File: config.mk
export PLATFORM = sky130hd
export DESIGN_NAME = cdr_link_sync
export DESIGN_NICKNAME = d
export VERILOG_FILES = /design/src/rtl/cdr_link_sync.sv
export SDC_FILE = /design/constraint.sdc
export NUM_CORES = 1
export LEC_CHECK = 0
export ABC_AREA = 1
export CAP_MARGIN = 20
export CORE_AREA = 4 4 111 71
export CTS_BUF_LIST = sky130_fd_sc_hd__clkbuf_4 sky130_fd_sc_hd__clkbuf_8
export CTS_CLUSTER_SIZE = 16
export DETAILED_ROUTE_END_ITERATION = 12
export DIE_AREA = 0 0 115 75
export MAX_ROUTING_LAYER = met4
export PLACE_DENSITY_LB_ADDON = 0.3
export SETUP_SLACK_MARGIN = 0.4
export SLEW_MARGIN = 40
export SYNTH_ARGS = -nofsm -noshare
export SYNTH_HDL_FRONTEND = slang
export SYNTH_SLANG_ARGS = --single-unit
File: constraint.sdc
create_clock -name clk_x8 -period 3.2 [get_ports clk_x8]
set_input_delay 0.48 -clock clk_x8 [delete_from_list [all_inputs] [get_ports clk_x8]]
set_output_delay 0.48 -clock clk_x8 [all_outputs]
set_load 0.01 [all_outputs]
File: src/rtl/cdr_link_sync.sv
`default_nettype none
// ============================================================================
// Module   : cdr_link_sync
// Brief    : Receive-side link synchroniser sequencing CDR reset/settle,
//            sync-byte hunt, frame verification and locked payload delivery.
// Revision : 1.0 - initial release
// ============================================================================
module cdr_link_sync #(
    parameter logic [7:0] SYNC_WORD         = 8'hA7,
    parameter int         FRAME_BYTES       = 4,
    parameter int         VERIFY_COUNT      = 2,
    parameter int         MISS_LIMIT        = 3,
    parameter int         CDR_RST_CYCLES    = 4,
    parameter int         SETTLE_BITS       = 64,
    parameter int         HUNT_TIMEOUT_BITS = 1024,
    parameter int         WATCHDOG_CYCLES   = 64
) (
    input  logic       clk_x8,
    input  logic       rst,
    input  logic       bit_in,
    input  logic       bit_valid,
    output logic       cdr_rst,
    output logic       locked,
    output logic [2:0] state,
    output logic [7:0] data_out,
    output logic       data_valid,
    output logic       frame_start,
    output logic       sync_err
);

    localparam int c_FL_BITS  = (FRAME_BYTES + 1) * 8;
    localparam int c_PAY_BITS = FRAME_BYTES * 8;

    localparam int c_RST_W  = $clog2(CDR_RST_CYCLES) + 1;
    localparam int c_SET_W  = $clog2(SETTLE_BITS) + 1;
    localparam int c_HUNT_W = $clog2(HUNT_TIMEOUT_BITS) + 1;
    localparam int c_WD_W   = $clog2(WATCHDOG_CYCLES) + 1;
    localparam int c_POS_W  = $clog2(c_FL_BITS) + 1;
    localparam int c_GOOD_W = $clog2(VERIFY_COUNT) + 1;
    localparam int c_MISS_W = $clog2(MISS_LIMIT) + 1;

    localparam logic [c_RST_W-1:0]  c_RST_LAST  = c_RST_W'(CDR_RST_CYCLES - 1);
    localparam logic [c_SET_W-1:0]  c_SET_LAST  = c_SET_W'(SETTLE_BITS - 1);
    localparam logic [c_HUNT_W-1:0] c_HUNT_LAST = c_HUNT_W'(HUNT_TIMEOUT_BITS - 1);
    localparam logic [c_WD_W-1:0]   c_WD_LAST   = c_WD_W'(WATCHDOG_CYCLES - 1);
    localparam logic [c_POS_W-1:0]  c_POS_CHECK = c_POS_W'(c_FL_BITS - 1);
    localparam logic [c_POS_W-1:0]  c_POS_PAY   = c_POS_W'(c_PAY_BITS);
    localparam logic [c_POS_W-1:0]  c_POS_FIRST = c_POS_W'(7);
    localparam logic [c_GOOD_W-1:0] c_GOOD_LAST = c_GOOD_W'(VERIFY_COUNT - 1);
    localparam logic [c_MISS_W-1:0] c_MISS_LAST = c_MISS_W'(MISS_LIMIT - 1);

    typedef enum logic [2:0] {
        ST_RESET  = 3'd0,
        ST_SETTLE = 3'd1,
        ST_HUNT   = 3'd2,
        ST_VERIFY = 3'd3,
        ST_LOCKED = 3'd4
    } state_t;

    state_t              r_state;
    state_t              w_next_state;

    logic [7:0]          r_sr;
    logic [c_RST_W-1:0]  r_rst_cnt;
    logic [c_SET_W-1:0]  r_set_cnt;
    logic [c_HUNT_W-1:0] r_hunt_cnt;
    logic [3:0]          r_bit_cnt;
    logic [c_WD_W-1:0]   r_wd;
    logic [c_POS_W-1:0]  r_pos;
    logic [c_GOOD_W-1:0] r_good;
    logic [c_MISS_W-1:0] r_miss;

    logic                r_cdr_rst;
    logic                r_locked;
    logic [7:0]          r_data_out;
    logic                r_data_valid;
    logic                r_frame_start;
    logic                r_sync_err;

    logic [7:0]          w_nxt;
    logic                w_sync_hit;
    logic                w_framed;
    logic                w_check_bit;
    logic                w_byte_end;
    logic                w_wd_expire;
    logic                w_hunt_match;
    logic                w_stay;

    // nxt is the byte as it will look once the current bit is shifted in
    assign w_nxt        = {r_sr[6:0], bit_in};
    assign w_sync_hit   = (w_nxt == SYNC_WORD);
    assign w_framed     = (r_state == ST_VERIFY) || (r_state == ST_LOCKED);
    assign w_check_bit  = bit_valid && w_framed && (r_pos == c_POS_CHECK);
    assign w_byte_end   = bit_valid && (r_state == ST_LOCKED) &&
                          (r_pos[2:0] == 3'b111) && (r_pos < c_POS_PAY);
    assign w_wd_expire  = (r_state != ST_RESET) && !bit_valid && (r_wd == c_WD_LAST);
    assign w_hunt_match = bit_valid && (r_state == ST_HUNT) &&
                          (r_bit_cnt >= 4'd7) && w_sync_hit;
    assign w_stay       = (w_next_state == r_state);

    always_comb begin
        w_next_state = r_state;
        case (r_state)
            ST_RESET: begin
                if (r_rst_cnt == c_RST_LAST) begin
                    w_next_state = ST_SETTLE;
                end
            end
            ST_SETTLE: begin
                if (bit_valid && (r_set_cnt == c_SET_LAST)) begin
                    w_next_state = ST_HUNT;
                end
            end
            ST_HUNT: begin
                if (w_hunt_match) begin
                    w_next_state = (VERIFY_COUNT <= 1) ? ST_LOCKED : ST_VERIFY;
                end else if (bit_valid && (r_hunt_cnt == c_HUNT_LAST)) begin
                    w_next_state = ST_RESET;
                end
            end
            ST_VERIFY: begin
                if (w_check_bit) begin
                    if (!w_sync_hit) begin
                        w_next_state = ST_HUNT;
                    end else if (r_good == c_GOOD_LAST) begin
                        w_next_state = ST_LOCKED;
                    end
                end
            end
            ST_LOCKED: begin
                if (w_check_bit && !w_sync_hit && (r_miss == c_MISS_LAST)) begin
                    w_next_state = ST_HUNT;
                end
            end
            default: w_next_state = ST_RESET;
        endcase
        // a stalled bit stream overrides every other transition
        if (w_wd_expire) begin
            w_next_state = ST_RESET;
        end
    end

    always_ff @(posedge clk_x8) begin
        if (rst) begin
            r_state <= ST_RESET;
        end else begin
            r_state <= w_next_state;
        end
    end

    always_ff @(posedge clk_x8) begin
        if (rst) begin
            r_sr          <= '0;
            r_rst_cnt     <= '0;
            r_set_cnt     <= '0;
            r_hunt_cnt    <= '0;
            r_bit_cnt     <= '0;
            r_wd          <= '0;
            r_pos         <= '0;
            r_good        <= '0;
            r_miss        <= '0;
            r_cdr_rst     <= 1'b1;
            r_locked      <= 1'b0;
            r_data_out    <= '0;
            r_data_valid  <= 1'b0;
            r_frame_start <= 1'b0;
            r_sync_err    <= 1'b0;
        end else begin
            r_cdr_rst     <= (w_next_state == ST_RESET);
            r_locked      <= (w_next_state == ST_LOCKED);
            r_sync_err    <= w_check_bit && !w_sync_hit;
            r_data_valid  <= 1'b0;
            r_frame_start <= 1'b0;

            if ((w_next_state == ST_RESET) || ((w_next_state == ST_HUNT) && !w_stay)) begin
                r_sr <= '0;
            end else if (bit_valid) begin
                r_sr <= w_nxt;
            end

            if ((r_state == ST_RESET) && w_stay) begin
                r_rst_cnt <= r_rst_cnt + c_RST_W'(1);
            end else begin
                r_rst_cnt <= '0;
            end

            if ((r_state == ST_SETTLE) && w_stay) begin
                if (bit_valid) begin
                    r_set_cnt <= r_set_cnt + c_SET_W'(1);
                end
            end else begin
                r_set_cnt <= '0;
            end

            if ((r_state == ST_HUNT) && w_stay) begin
                if (bit_valid && (r_hunt_cnt != c_HUNT_W'(HUNT_TIMEOUT_BITS))) begin
                    r_hunt_cnt <= r_hunt_cnt + c_HUNT_W'(1);
                end
                if (bit_valid && (r_bit_cnt != 4'd8)) begin
                    r_bit_cnt <= r_bit_cnt + 4'd1;
                end
            end else begin
                r_hunt_cnt <= '0;
                r_bit_cnt  <= '0;
            end

            if (bit_valid || (w_next_state == ST_RESET)) begin
                r_wd <= '0;
            end else if (r_wd != c_WD_LAST) begin
                r_wd <= r_wd + c_WD_W'(1);
            end

            // frame flywheel: pos counts the bit being sampled, wrapping after the sync check
            if ((w_next_state != ST_VERIFY) && (w_next_state != ST_LOCKED)) begin
                r_pos <= '0;
            end else if (w_framed && bit_valid) begin
                r_pos <= (r_pos == c_POS_CHECK) ? '0 : r_pos + c_POS_W'(1);
            end

            if (w_hunt_match) begin
                r_good <= c_GOOD_W'(1);
            end else if (w_next_state != ST_VERIFY) begin
                r_good <= '0;
            end else if (w_check_bit && w_sync_hit) begin
                r_good <= r_good + c_GOOD_W'(1);
            end

            if (w_next_state != ST_LOCKED) begin
                r_miss <= '0;
            end else if ((r_state == ST_LOCKED) && w_check_bit) begin
                r_miss <= w_sync_hit ? '0 : r_miss + c_MISS_W'(1);
            end

            if (w_byte_end) begin
                r_data_out    <= w_nxt;
                r_data_valid  <= 1'b1;
                r_frame_start <= (r_pos == c_POS_FIRST);
            end
        end
    end

    assign state       = r_state;
    assign cdr_rst     = r_cdr_rst;
    assign locked      = r_locked;
    assign data_out    = r_data_out;
    assign data_valid  = r_data_valid;
    assign frame_start = r_frame_start;
    assign sync_err    = r_sync_err;

endmodule
`default_nettype wire

# Yosys cells after proc, flatten, opt, wreduce, memory -nomap -nowiden
# Index checks and enable logic that the tools add are counted.
# word_totals
reg_bits,67
input_bits,4
wordCells,111
# classes
n_addsub,8
n_lt_le_gt_ge,2
eq_ne,22
mux,16
n_bitwise,4
reduce_logical,42
# ops
operator,count
$mux W3,10
$logic_and A1 B1 Y1,23
$add A7 B1 Y7 const B,3
$eq A7 B6 Y1 const B,3
$reduce_or A2 Y1,8
$eq A3 B2 Y1 const B,5
$pmux W3 S5,1
$add A11 B1 Y11 const B,1
$eq A11 B10 Y1 const B,1
$ne A11 B11 Y1 const B,1
$eq A3 B3 Y1 const B,3
$eq A8 B8 Y1 const B,1
$eq A7 B3 Y1 const B,1
$lt A7 B6 Y1 const B,1
$mux W7,1
$ne A7 B6 Y1 const B,1
$add A3 B1 Y3 const B,2
$logic_not A3 Y1,2
$reduce_bool A3 Y1,2
$add A4 B1 Y4 const B,1
$ge A4 B3 Y1 const B,1
$mux W1,4
$ne A4 B4 Y1 const B,1
$not A1 Y1,4
other kinds (9),13

# Depth between registers and ports, before layout
# Gate-level depths: netlist of the first run.
# depth
word_depth,14
mapped_depth,16
depth_no_buf,15

# Least setup slack after synthesis of the first run
# No wires, ideal clock.
# synth_path
kind,input-to-reg
from,in bit_valid
to,reg r_hunt_cnt[1]
setup_ps,124
arrival_time_ps,1818
required_time_ps,3076
slack_ps,1258
stages,13
cell_sequence,buf_2 nand3_1 nor2_1 nand2_1 nor2_1 inv_1 nand2_1 o21bai_4 nand2_2 nand2_2 nand4_4 buf_8 nor2_4
# synth_between
elab_chain_cells,11
elab_cells_between_ends,24
classes_between,1 x eq/ne; 7 x mux; 1 x bitwise; 15 x reduce/logical
# synth_lines
element,line,text
start: declaration,21,"input logic bit_valid,"
$logic_and A1 B1 Y1 (2 in series),93,assign w_check_bit = bit_valid && w_framed && (r_pos == c_POS_CHECK);
$logic_and A1 B1 Y1 (2 in series),131,if (w_check_bit && !w_sync_hit && (r_miss == c_MISS_LAST)) begin
$mux W3,131,
$pmux W3 S5,103,case (r_state)
$mux W3,138,if (w_wd_expire) begin
$eq A3 B3 Y1,99,assign w_stay = (w_next_state == r_state);
$logic_and A1 B1 Y1,195,if ((r_state == ST_HUNT) && w_stay) begin
$not A1 Y1 (no source line),--,
$reduce_or A2 Y1 (no source line),--,
end signal: assignment,197,r_hunt_cnt <= r_hunt_cnt + c_HUNT_W'(1);
end: declaration,66,logic [c_HUNT_W-1:0] r_hunt_cnt;
# Parallel ways exist; a longest one is shown, timed or not.
# A chain may end at the register's enable or synchronous reset.

# Worst setup path in the final report of the first run
# layout_path
from,reg r_state[1] (netlist: state[1])
to,reg r_bit_cnt[1]
# layout_between
elab_chain_cells,13
elab_cells_between_ends,30
classes_between,5 x eq/ne; 10 x mux; 1 x bitwise; 14 x reduce/logical
# layout_lines
element,line,text
start: declaration,60,state_t r_state;
start signal: assignment,147,r_state <= w_next_state;
$eq A3 B2 Y1 or $eq A3 B3 Y1 (tied branches),"92, 103",
$logic_or A1 B1 Y1,92,assign w_framed = (r_state == ST_VERIFY) || (r_state == ST_LOCKED);
$logic_and A1 B1 Y1 (2 in series),93,
$logic_and A1 B1 Y1 (2 in series),131,
$mux W3,131,
$pmux W3 S5,103,
$mux W3,138,
$eq A3 B3 Y1,99,
$logic_and A1 B1 Y1 *,195,
$not A1 Y1 (no source line) *,--,
$reduce_or A2 Y1 (no source line) *,--,
end signal: assignment,200,r_bit_cnt <= r_bit_cnt + 4'd1;
end: declaration,67,logic [3:0] r_bit_cnt;
# Mark *: on every way between the ends. The rest lies on a longest branch, timed or not.

==> results.sh, run 1 <==
export IMPL_status="completed"
export IMPL_final_antenna_net_count=0
export IMPL_share_comb_of_total_power=0.080
export IMPL_io_pins=20
export IMPL_hold_path_class="reg2reg"
export IMPL_tns_ns=0
export IMPL_drt_total_wl_mm=6.95
export IMPL_dpl_hpwl_mm=5.23
export IMPL_die_y_um=75
export IMPL_utilization=0.554
export IMPL_netlist_area_um2=3370
export IMPL_nets=484
export IMPL_fp_dieW_um=115
export IMPL_drt_iter0_markers=213
export IMPL_multi_input_comb_area_um2=1740
export IMPL_antenna_found_initial=0
export IMPL_relSlewSlack=0.658
export IMPL_min_to="r_rst_cnt[0]"
export IMPL_grt_pass1_wl_mm=11.8
export IMPL_grt_pass1_vias=2492
export IMPL_crit_fanout=15
export IMPL_drive_gt1_frac=0.115
export IMPL_r2r_cells=14
export IMPL_wl_per_cell_um=12.4
export IMPL_peakVddDrop_uv=447
export IMPL_n_antenna_cell=0
export IMPL_drt_pass1_iterations=5
export IMPL_globalplace_congestion=0.993
export IMPL_path_class="reg2reg"
export IMPL_swShare=0.239
export IMPL_skew_ns=0.0122
export IMPL_synth_edf_count=0
export IMPL_io_buffers=19
export IMPL_power_internal_uw=1380
export IMPL_vias=2755
export IMPL_synth_ff_type="dfxtp_1"
export IMPL_synth_fp_nets=460
export IMPL_syn_inst=443
export IMPL_tightest_slew_ns=0.512
export IMPL_min_period_over_period=0.787
export IMPL_clk_latency_ns=0.36
export IMPL_seqCellArea_um2=1340
export IMPL_r2r_end="r_bit_cnt[1]"
export IMPL_drc_errors=0
export IMPL_min_period_ns=2.52
export IMPL_rsz0062_at_grt="no"
export IMPL_pwr_share_clk=0.435
export IMPL_cts_htree_levels=3
export IMPL_cts_sinks=67
export IMPL_leakagePower_uw=0.00153
export IMPL_async_flop_share=0
export IMPL_crit_arrival_ns=2.79
export IMPL_worstSetupStartpointType="register"
export IMPL_dpl_worst_slack_ns=0.242
export IMPL_drv_cap=0
export IMPL_clockBufferDepth=2
export IMPL_core_area_um2=6970
export IMPL_r2r_setup_slack_ns=0.68
export IMPL_setup_violations=0
export IMPL_track_usage=0.186
export IMPL_start_util=0.484
export IMPL_fin_cells=562
export IMPL_rr_startpoint="state[1]"
export IMPL_num_rows=24
export IMPL_p_seq_frac=0.485
export IMPL_clkTransAtPathRegs_ns=0.07
export IMPL_cellPowerDensity_nw_per_um2=468
export IMPL_slew_viol_final=0
export IMPL_syn_mean_instance_area_um2=7.61
export IMPL_yosys_register_bits=67
export IMPL_power_uw=1810
export IMPL_grt_max_degree=20
export IMPL_min_delay_path_depth=1
export IMPL_synth_seq_area_share=0.398
export IMPL_max_freq_mhz=397
export IMPL_crit_path_start="state[1]"
export IMPL_cts_buffers=9
export IMPL_fp_dieArea_um2=8630
export IMPL_hold_start="r_rst_cnt[0]"
export IMPL_area_growth_pct=14.6
export IMPL_viasPerCell=4.90
export IMPL_yosysWarnings=0
export IMPL_dp_cells=547
export IMPL_setup_ws_ns=0.681
export IMPL_cts_root_buf="clkbuf_8"
export IMPL_required_ns=3.47
export IMPL_tritoncts="yes"
export IMPL_synth_cell_types=33
export IMPL_fillCellCount=670
export IMPL_grt_overflow=0
export IMPL_hold_viol_final=0
export IMPL_endpoint_kind="register"
export IMPL_p_sw_uw=433
## cell usage in the layout (no fill, tap or decap), types with 4 or more instances in the layout
| master | instances |
|---|---|
| clkdlybuf4s50_1 | 18 |
| nor2_4 | 12 |
| clkbuf_8 | 10 |
| nand3_2 | 4 |
| inv_1 | 59 |
| inv_2 | 4 |
| nand2_2 | 7 |
| o21ai_0 | 24 |
| nand2_1 | 75 |
| nor2_1 | 62 |
| ha_1 | 13 |
| a21oi_1 | 25 |
| nand4_1 | 7 |
| xnor2_1 | 5 |
| dfxtp_1 | 67 |
| nand3_1 | 27 |
| nor3_1 | 8 |
| xor2_1 | 20 |
## sequential cells by signal, indices dropped and copies added (netlist names)
signal / cells
state: 3
sync_err: 1
data_valid: 1
r_hunt_cnt: 11
r_bit_cnt: 4
r_pos: 7
r_wd: 7
r_good: 2
cdr_rst: 1
r_set_cnt: 7
locked: 1
r_rst_cnt: 3
data_out: 8
r_sr: 7
r_miss: 3
frame_start: 1
## worst max-delay path: stages (launching register included)
cell,delay [ns]
dfxtp_1,0.55
clkinv_2,0.21
nand2_2,0.11
nand2_1,0.09
nand3_4,0.14
nor2_8,0.06
nand2_1,0.12
nand3_1,0.10
nand2_1,0.07
nand2_1,0.08
nand2_1,0.07
nand2_1,0.08
nor2_4,0.16
nand4_4,0.38
nor2_1,0.21
## worst max-delay path by stage
stage,slack (ns),cells past startpoint,endpoint
CTS,0.62,11,r_bit_cnt[1]
finish,0.68,14,r_bit_cnt[1]
global placement,0.31,11,r_bit_cnt[0]
detailed placement,0.24,11,r_bit_cnt[1]
global route,0.48,14,r_bit_cnt[1]
floorplan,1.26,13,r_hunt_cnt[1]
## area by class of cell
type | instances | share of cell area
Timing Repair Buffer | 21 | 0.0538
Clock buffer | 11 | 0.0376
Clock inverter | 4 | 0.0194
Tap cell | 91 | 0.0295
Sequential cell | 67 | 0.347
Multi-Input combinational cell | 304 | 0.450
Inverter | 64 | 0.0625
## through the flow
step | hold slack, ns | instance area [um^2]
final | 0.431 | 3860
after global routing | 0.455 | 3860
after CTS | 0.428 | 3860
after detailed placement | 0.419 | 3640
after global placement | 0.419 | 3640
after floorplan | 0.399 | 3370
## power by group through the flow
stage               Combinational [uW]  Sequential [uW]  Clock, uW
floorplan                          105              894          0
global placement                   142              895          0
detailed placement                 145              897          0
CTS                                145              878        807
global route                       164              880        849
finish                             144              878        786
## Yosys cell counts (all sizes together) (4+ instances only)
library cell,number,area [um^2]
nand3,32,193
nor2,77,400
nor3,8,40.0
xnor2,5,43.8
dfxtp,67,1340
ha,13,163
nand2,82,325
a21oi,25,125
buf,4,35.0
nand4,8,65.1
xor2,20,175
o21ai,24,120
inv,63,236
clkbuf,4,15.0
## per-layer routing
layer | track usage | share of wire | up-vias
li1 | - | - | 1447
met2 | 0.244 | 0.40 | 71
met3 | 0.0771 | 0.065 | 12
met1 | 0.258 | 0.53 | 1225
met4 | 0.0547 | 0.013 | 0
met5 | - | 0 | -
## timing repair
action / in CTS / in global routing
setup buffers: 0 / 0
endpoints found under the setup margin: 0 / 5
gates resized for setup: 0 / 1
hold endpoints to repair: 0 / 0
hold buffers: 0 / 0
## logic make-up (layout without fill, tap and decap cells)
family	count (synthesis)	count (layout)	share of synthesized area
flops	67	67	0.398
xor+xnor	25	25	0.0650
compound gates	52	52	0.0828
fa+ha+maj	13	13	0.0483
buf+inv	72	100	0.0865
simple gates	214	214	0.319
Power figures use the tool's default switching activity.
==> inputs of run 2 (changes only) <==
==> constraint.sdc (replaced) <==
create_clock -name clk_x8 -period 2.55 [get_ports clk_x8]
set_input_delay 0.3825 -clock clk_x8 [delete_from_list [all_inputs] [get_ports clk_x8]]
set_output_delay 0.3825 -clock clk_x8 [all_outputs]
set_load 0.01 [all_outputs]
==> run 2 against run 1 <==
Flip-flop and latch count is the same. Clock-buffer cell count decreased by 2. Hold slack worse by 0.10 ns. Highest routed layer unchanged.
==> results.sh, run 2 (same netlist as run 1, synthesis figures left out) <==
export IMPL_grt_overflow=0
export IMPL_num_rows=24
export IMPL_endpoint_kind="register"
export IMPL_fp_dieW_um=115
export IMPL_leakagePower_uw=0.00163
export IMPL_drt_iter0_markers=149
export IMPL_crit_fanout=7
export IMPL_largest_register="r_hunt_cnt"
export IMPL_viasPerCell=4.98
export IMPL_wl_per_cell_um=13.1
export IMPL_cpMaxStageDelayCell="dfxtp_4"
export IMPL_grt_pass1_wl_mm=12.2
export IMPL_io_pins=20
export IMPL_clockBufferDepth=2
export IMPL_drv_cap=0
export IMPL_path_class="reg2reg"
export IMPL_whs_ns=0.329
export IMPL_antenna_found_initial=0
export IMPL_grt_pass1_vias=2563
export IMPL_crit_path_frequent_cell="nand2_1"
export IMPL_dpl_hpwl_mm=5.34
export IMPL_start_util=0.484
export IMPL_tritoncts="yes"
export IMPL_status="completed"
export IMPL_utilization=0.593
export IMPL_track_usage=0.187
export IMPL_worstSetupStartpointType="register"
export IMPL_rsz0062_at_grt="yes"
export IMPL_fin_cells=577
export IMPL_cellPowerDensity_nw_per_um2=534
export IMPL_cts_sinks=67
export IMPL_crit_path_start="r_pos[1]"
export IMPL_drc_errors=0
export IMPL_tightest_slew_ns=0.511
export IMPL_final_antenna_net_count=0
export IMPL_core_area_um2=6970
export IMPL_globalplace_congestion=0.914
export IMPL_power_uw=2210
export IMPL_final_cell_mix="nand2_1, dfxtp_1, inv_1, nor2_1"
export IMPL_io_buffers=19
export IMPL_skew_ns=0.00817
export IMPL_area_growth_pct=22.7
export IMPL_seqCellArea_um2=1360
export IMPL_drt_pass1_iterations=4
export IMPL_vias=2872
export IMPL_hold_viol_final=0
export IMPL_fillCellCount=618
export IMPL_setup_violations=0
export IMPL_clkTransAtPathRegs_ns=0.08
export IMPL_die_y_um=75
export IMPL_slew_viol_final=0
export IMPL_layout_commonest_cell="nand2_1"
export IMPL_relSlewSlack=0.657
export IMPL_drive_gt1_frac=0.218
export IMPL_cts_buffers=9
export IMPL_crit_arrival_ns=2.33
export IMPL_grt_max_degree=21
export IMPL_n_antenna_cell=0
export IMPL_fp_dieArea_um2=8630
export IMPL_drt_total_wl_mm=7.58
export IMPL_hold_start="bit_in"
export IMPL_min_period_over_period=0.822
export IMPL_max_freq_mhz=477
export IMPL_slowest_delay_ns=0.37
export IMPL_tns_ns=0
export IMPL_min_period_ns=2.10
export IMPL_hold_path_class="in2reg"
export IMPL_largest_reg_flops=11
export IMPL_dp_cells=551
export IMPL_required_ns=2.79
export IMPL_peakVddDrop_uv=440
export IMPL_cts_root_buf="clkbuf_8"
export IMPL_multi_input_comb_area_um2=1860
export IMPL_rr_startpoint="r_pos[1]"
export IMPL_cts_htree_levels=3
export IMPL_nets=498
export IMPL_path_cells="ha_4, nand2_4, nor2_4, nand3_2, nor2_8, nand2_1, nand3_1, nand2_1, nand2_2, nor2_1, nor2_2, buf_4, a21oi_1"
export IMPL_clk_latency_ns=0.35
run 2: cell types whose count changed in the layout (fill, tap and decap cells not counted), moves of 3 or more:
cell / previous run / this run
nor2_1: 62 / 55
nor2_2: 2 / 8
nand2_4: 0 / 4
dfxtp_4: 0 / 5
buf_4: 2 / 10
dfxtp_1: 67 / 59
dfxtp_2: 0 / 3
nand2_1: 75 / 63
inv_1: 59 / 55
buf_6: 0 / 3
ha_1: 13 / 10
nand2_2: 7 / 15
inv_2: 4 / 8
run 2: worst paths after layout:
path	end	depth (start not counted)	slack (ns)
setup / recovery	r_sr[2]	13	0.45
hold / removal	data_out[0]	3	0.33
setup reg to reg	r_sr[2]	13	0.45
hold reg to reg	r_rst_cnt[0]	1	0.42
run 2: per-layer routing:
layer	global-route usage	wire length [um]
met2	0.258	3170
met3	0.0490	417
met4	0.0625	87
met5	-	0
met1	0.265	3910
run 2: per-stage QoR:
| stage | worst slack (ns) | area [um^2] |
|---|---|---|
| 6_report | 0.453 | 4130 |
| 2_1_floorplan | 0.629 | 3370 |
| 3_3_place_gp | 0.00537 | 3680 |
| 5_1_grt | 0.327 | 4130 |
| 4_1_cts | 0.412 | 3920 |
| 3_5_place_dp | -0.0691 | 3680 |
run 2: report_power, final:
group,leakage [uW],total [uW],switching (uW),internal [uW]
Clock,0.0000962,892,435,457
Sequential,0.000546,1100,22.0,1080
Combinational,0.000991,214,138,76.4
run 2: layout make-up:
| type | count | area share |
|---|---|---|
| Multi-Input combinational cell | 304 | 0.450 |
| Tap cell | 91 | 0.0276 |
| Timing Repair Buffer | 35 | 0.0857 |
| Inverter | 64 | 0.0584 |
| Clock inverter | 7 | 0.0185 |
| Sequential cell | 67 | 0.330 |
| Clock buffer | 9 | 0.0300 |
run 2: timing repair:
item | CTS | global route
pin swaps | 4 | 21
setup buffers | 2 | 7
endpoints found under the setup margin | 43 | 49
hold buffers | 0 | 0
resized for setup | 7 | 48
gates cloned | 0 | 1
run 2: worst max-delay path: cells and delay by family, from the launching register on:
| kind | cells | cell delay (ns) |
|---|---|---|
| simple gates | 10 | 1.18 |
| flops | 1 | 0.37 |
| buf+inv | 1 | 0.20 |
| fa+ha+maj | 1 | 0.16 |
| compound gates | 1 | 0.07 |
==> inputs of run 3 (changes only) <==
==> constraint.sdc (replaced) <==
create_clock -name clk_x8 -period 1.9 [get_ports clk_x8]
set_input_delay 0.285 -clock clk_x8 [delete_from_list [all_inputs] [get_ports clk_x8]]
set_output_delay 0.285 -clock clk_x8 [all_outputs]
set_load 0.01 [all_outputs]
==> run 3 against run 2 <==
Hold slack improved by 0.091 ns. Critical endpoint is now r_sr[3]. Via count rose by 11%. Global-route usage rose by 2.4 points. Flip-flop and latch count did not move. Combinational power rose by 110%. Die area did not move. The run now ends with negative setup slack left. Utilization rose by 9.6 points. Design area rose by 16%. Critical path type unchanged. Final cell count rose by 9.5%. Clock power rose by 11%. First-iteration DRC count rose by 48%. Sequential share of layout area fell by 4.7 points.
==> results.sh, run 3 (same netlist as run 1, synthesis figures left out) <==
export IMPL_status="finished, violations left"
export IMPL_violations="negative setup slack"
export IMPL_cts_buffers=9
export IMPL_peakVddDrop_uv=482
export IMPL_cellPowerDensity_nw_per_um2=605
export IMPL_drt_total_wl_mm=8.57
export IMPL_largest_reg_flops=11
export IMPL_postCtsHoldBufs=0
export IMPL_largest_register="r_hunt_cnt"
export IMPL_setup_ws_ns=-0.208
export IMPL_path_class="reg2reg"
export IMPL_dpl_hpwl_mm=5.78
export IMPL_min_period_ns=2.11
export IMPL_hold_viol_final=0
export IMPL_skew_ns=0.00929
export IMPL_cts_htree_levels=3
export IMPL_fp_dieW_um=115
export IMPL_leakagePower_uw=0.00204
export IMPL_drc_errors=0
export IMPL_hold_path_class="reg2reg"
export IMPL_final_cell_mix="nand2_1, dfxtp_1, buf_4"
export IMPL_r2r_cells=14
export IMPL_fp_dieArea_um2=8630
export IMPL_antenna_found_initial=0
export IMPL_setup_violations=53
export IMPL_min_period_over_period=1.11
export IMPL_clk_latency_ns=0.35
export IMPL_power_uw=2900
export IMPL_grt_pass1_wl_mm=13.7
export IMPL_tightest_slew_ns=0.578
export IMPL_tns_ns=-8.45
export IMPL_grt_pass1_vias=2936
export IMPL_whs_ns=0.421
export IMPL_vias=3176
export IMPL_utilization=0.689
export IMPL_globalplace_congestion=0.929
export IMPL_r2r_end="r_sr[3]"
export IMPL_layout_commonest_cell="nand2_1"
export IMPL_max_freq_mhz=474
export IMPL_required_ns=2.19
export IMPL_slew_viol_final=0
export IMPL_rsz0062_at_grt="yes"
export IMPL_final_area_um2=4800
export IMPL_worstSetupStartpointType="register"
export IMPL_drt_pass1_iterations=5
export IMPL_viasPerCell=5.03
export IMPL_num_rows=24
export IMPL_wl_per_cell_um=13.6
export IMPL_drt_iter0_markers=220
export IMPL_n_antenna_cell=0
export IMPL_tritoncts="yes"
export IMPL_final_antenna_net_count=0
export IMPL_track_usage=0.211
export IMPL_clockBufferDepth=2
export IMPL_grt_max_degree=20
export IMPL_cp_endpoint="r_sr[3]"
export IMPL_endpoint_kind="register"
export IMPL_cts_root_buf="clkbuf_8"
export IMPL_die_y_um=75
export IMPL_core_area_um2=6970
export IMPL_cts_sinks=67
export IMPL_crit_arrival_ns=2.40
export IMPL_r2r_setup_slack_ns=-0.21
export IMPL_drive_gt1_frac=0.375
export IMPL_io_pins=20
export IMPL_nets=555
export IMPL_rr_startpoint="r_pos[1]"
export IMPL_grt_overflow=0
export IMPL_crit_path_start="r_pos[1]"
export IMPL_clkTransAtPathRegs_ns=0.07
export IMPL_relSlewSlack=0.614
export IMPL_start_util=0.484
export IMPL_dpl_cell_area_um2=4130
export IMPL_area_growth_pct=42.4
export IMPL_drv_cap=0
export IMPL_crit_fanout=7
export IMPL_io_buffers=19
## run 3: final cells by class
type	count	area (um^2)
clock inverters	3	17.5
flip-flops and latches	67	1360
clock buffers	11	139
multi-input cells	304	2090
well taps	91	114
fillers	529	2170
inverters	64	248
repair buffers	92	831
## run 3: critical path: stages, from the launching register on
cell and delay, ns:
dfxtp_2 0.35, ha_4 0.17, nand2_4 0.06, nor2_4 0.13, nand3_4 0.10, nor2_8 0.17, nand4_1 0.13, nand2_1 0.09
nand2_2 0.08, nand2_2 0.10, nand2_4 0.07, nor2_4 0.17, buf_6 0.12, nand3_4 0.13, a21oi_2 0.17
## run 3: metal layers
layer / share of wire / vias to the layer above / wire length [um] / track usage
li1: - / 1592 / - / -
met5: 0 / - / 0 / -
met3: 0.051 / 17 / 435 / 0.0610
met4: 0.017 / 0 / 148 / 0.0833
met1: 0.48 / 1477 / 4070 / 0.277
met2: 0.46 / 90 / 3910 / 0.309
## run 3: power breakdown
part | internal (uW) | switching, uW | total [uW]
combinational | 193 | 248 | 440
clock | 483 | 507 | 990
sequential | 1450 | 24.6 | 1470
## run 3: metrics by stage
step                setup WS [ns]  std cells
global placement           -0.386        600
CTS                        -0.106        623
global route               -0.350        632
floorplan                  0.0631        443
detailed placement         -0.503        600
finish                     -0.208        632
## run 3: repair_timing
action / CTS / global route
pin swaps: 15 / 28
resized for setup: 64 / 57
setup endpoints to repair: 78 / 71
setup buffers: 9 / 9
## run 3: how the worst min path moves through the flow
| stage | from | to | slack (ns) | depth (start not counted) |
|---|---|---|---|---|
| floorplan | r_rst_cnt[0] | r_rst_cnt[0] | 0.40 | 1 |
| global placement | r_rst_cnt[0] | r_rst_cnt[0] | 0.41 | 1 |
| detailed placement | r_rst_cnt[0] | r_rst_cnt[0] | 0.41 | 1 |
| CTS | r_rst_cnt[0] | r_rst_cnt[0] | 0.42 | 1 |
| global route | r_rst_cnt[0] | r_rst_cnt[0] | 0.46 | 1 |
| finish | r_rst_cnt[0] | r_rst_cnt[0] | 0.42 | 1 |
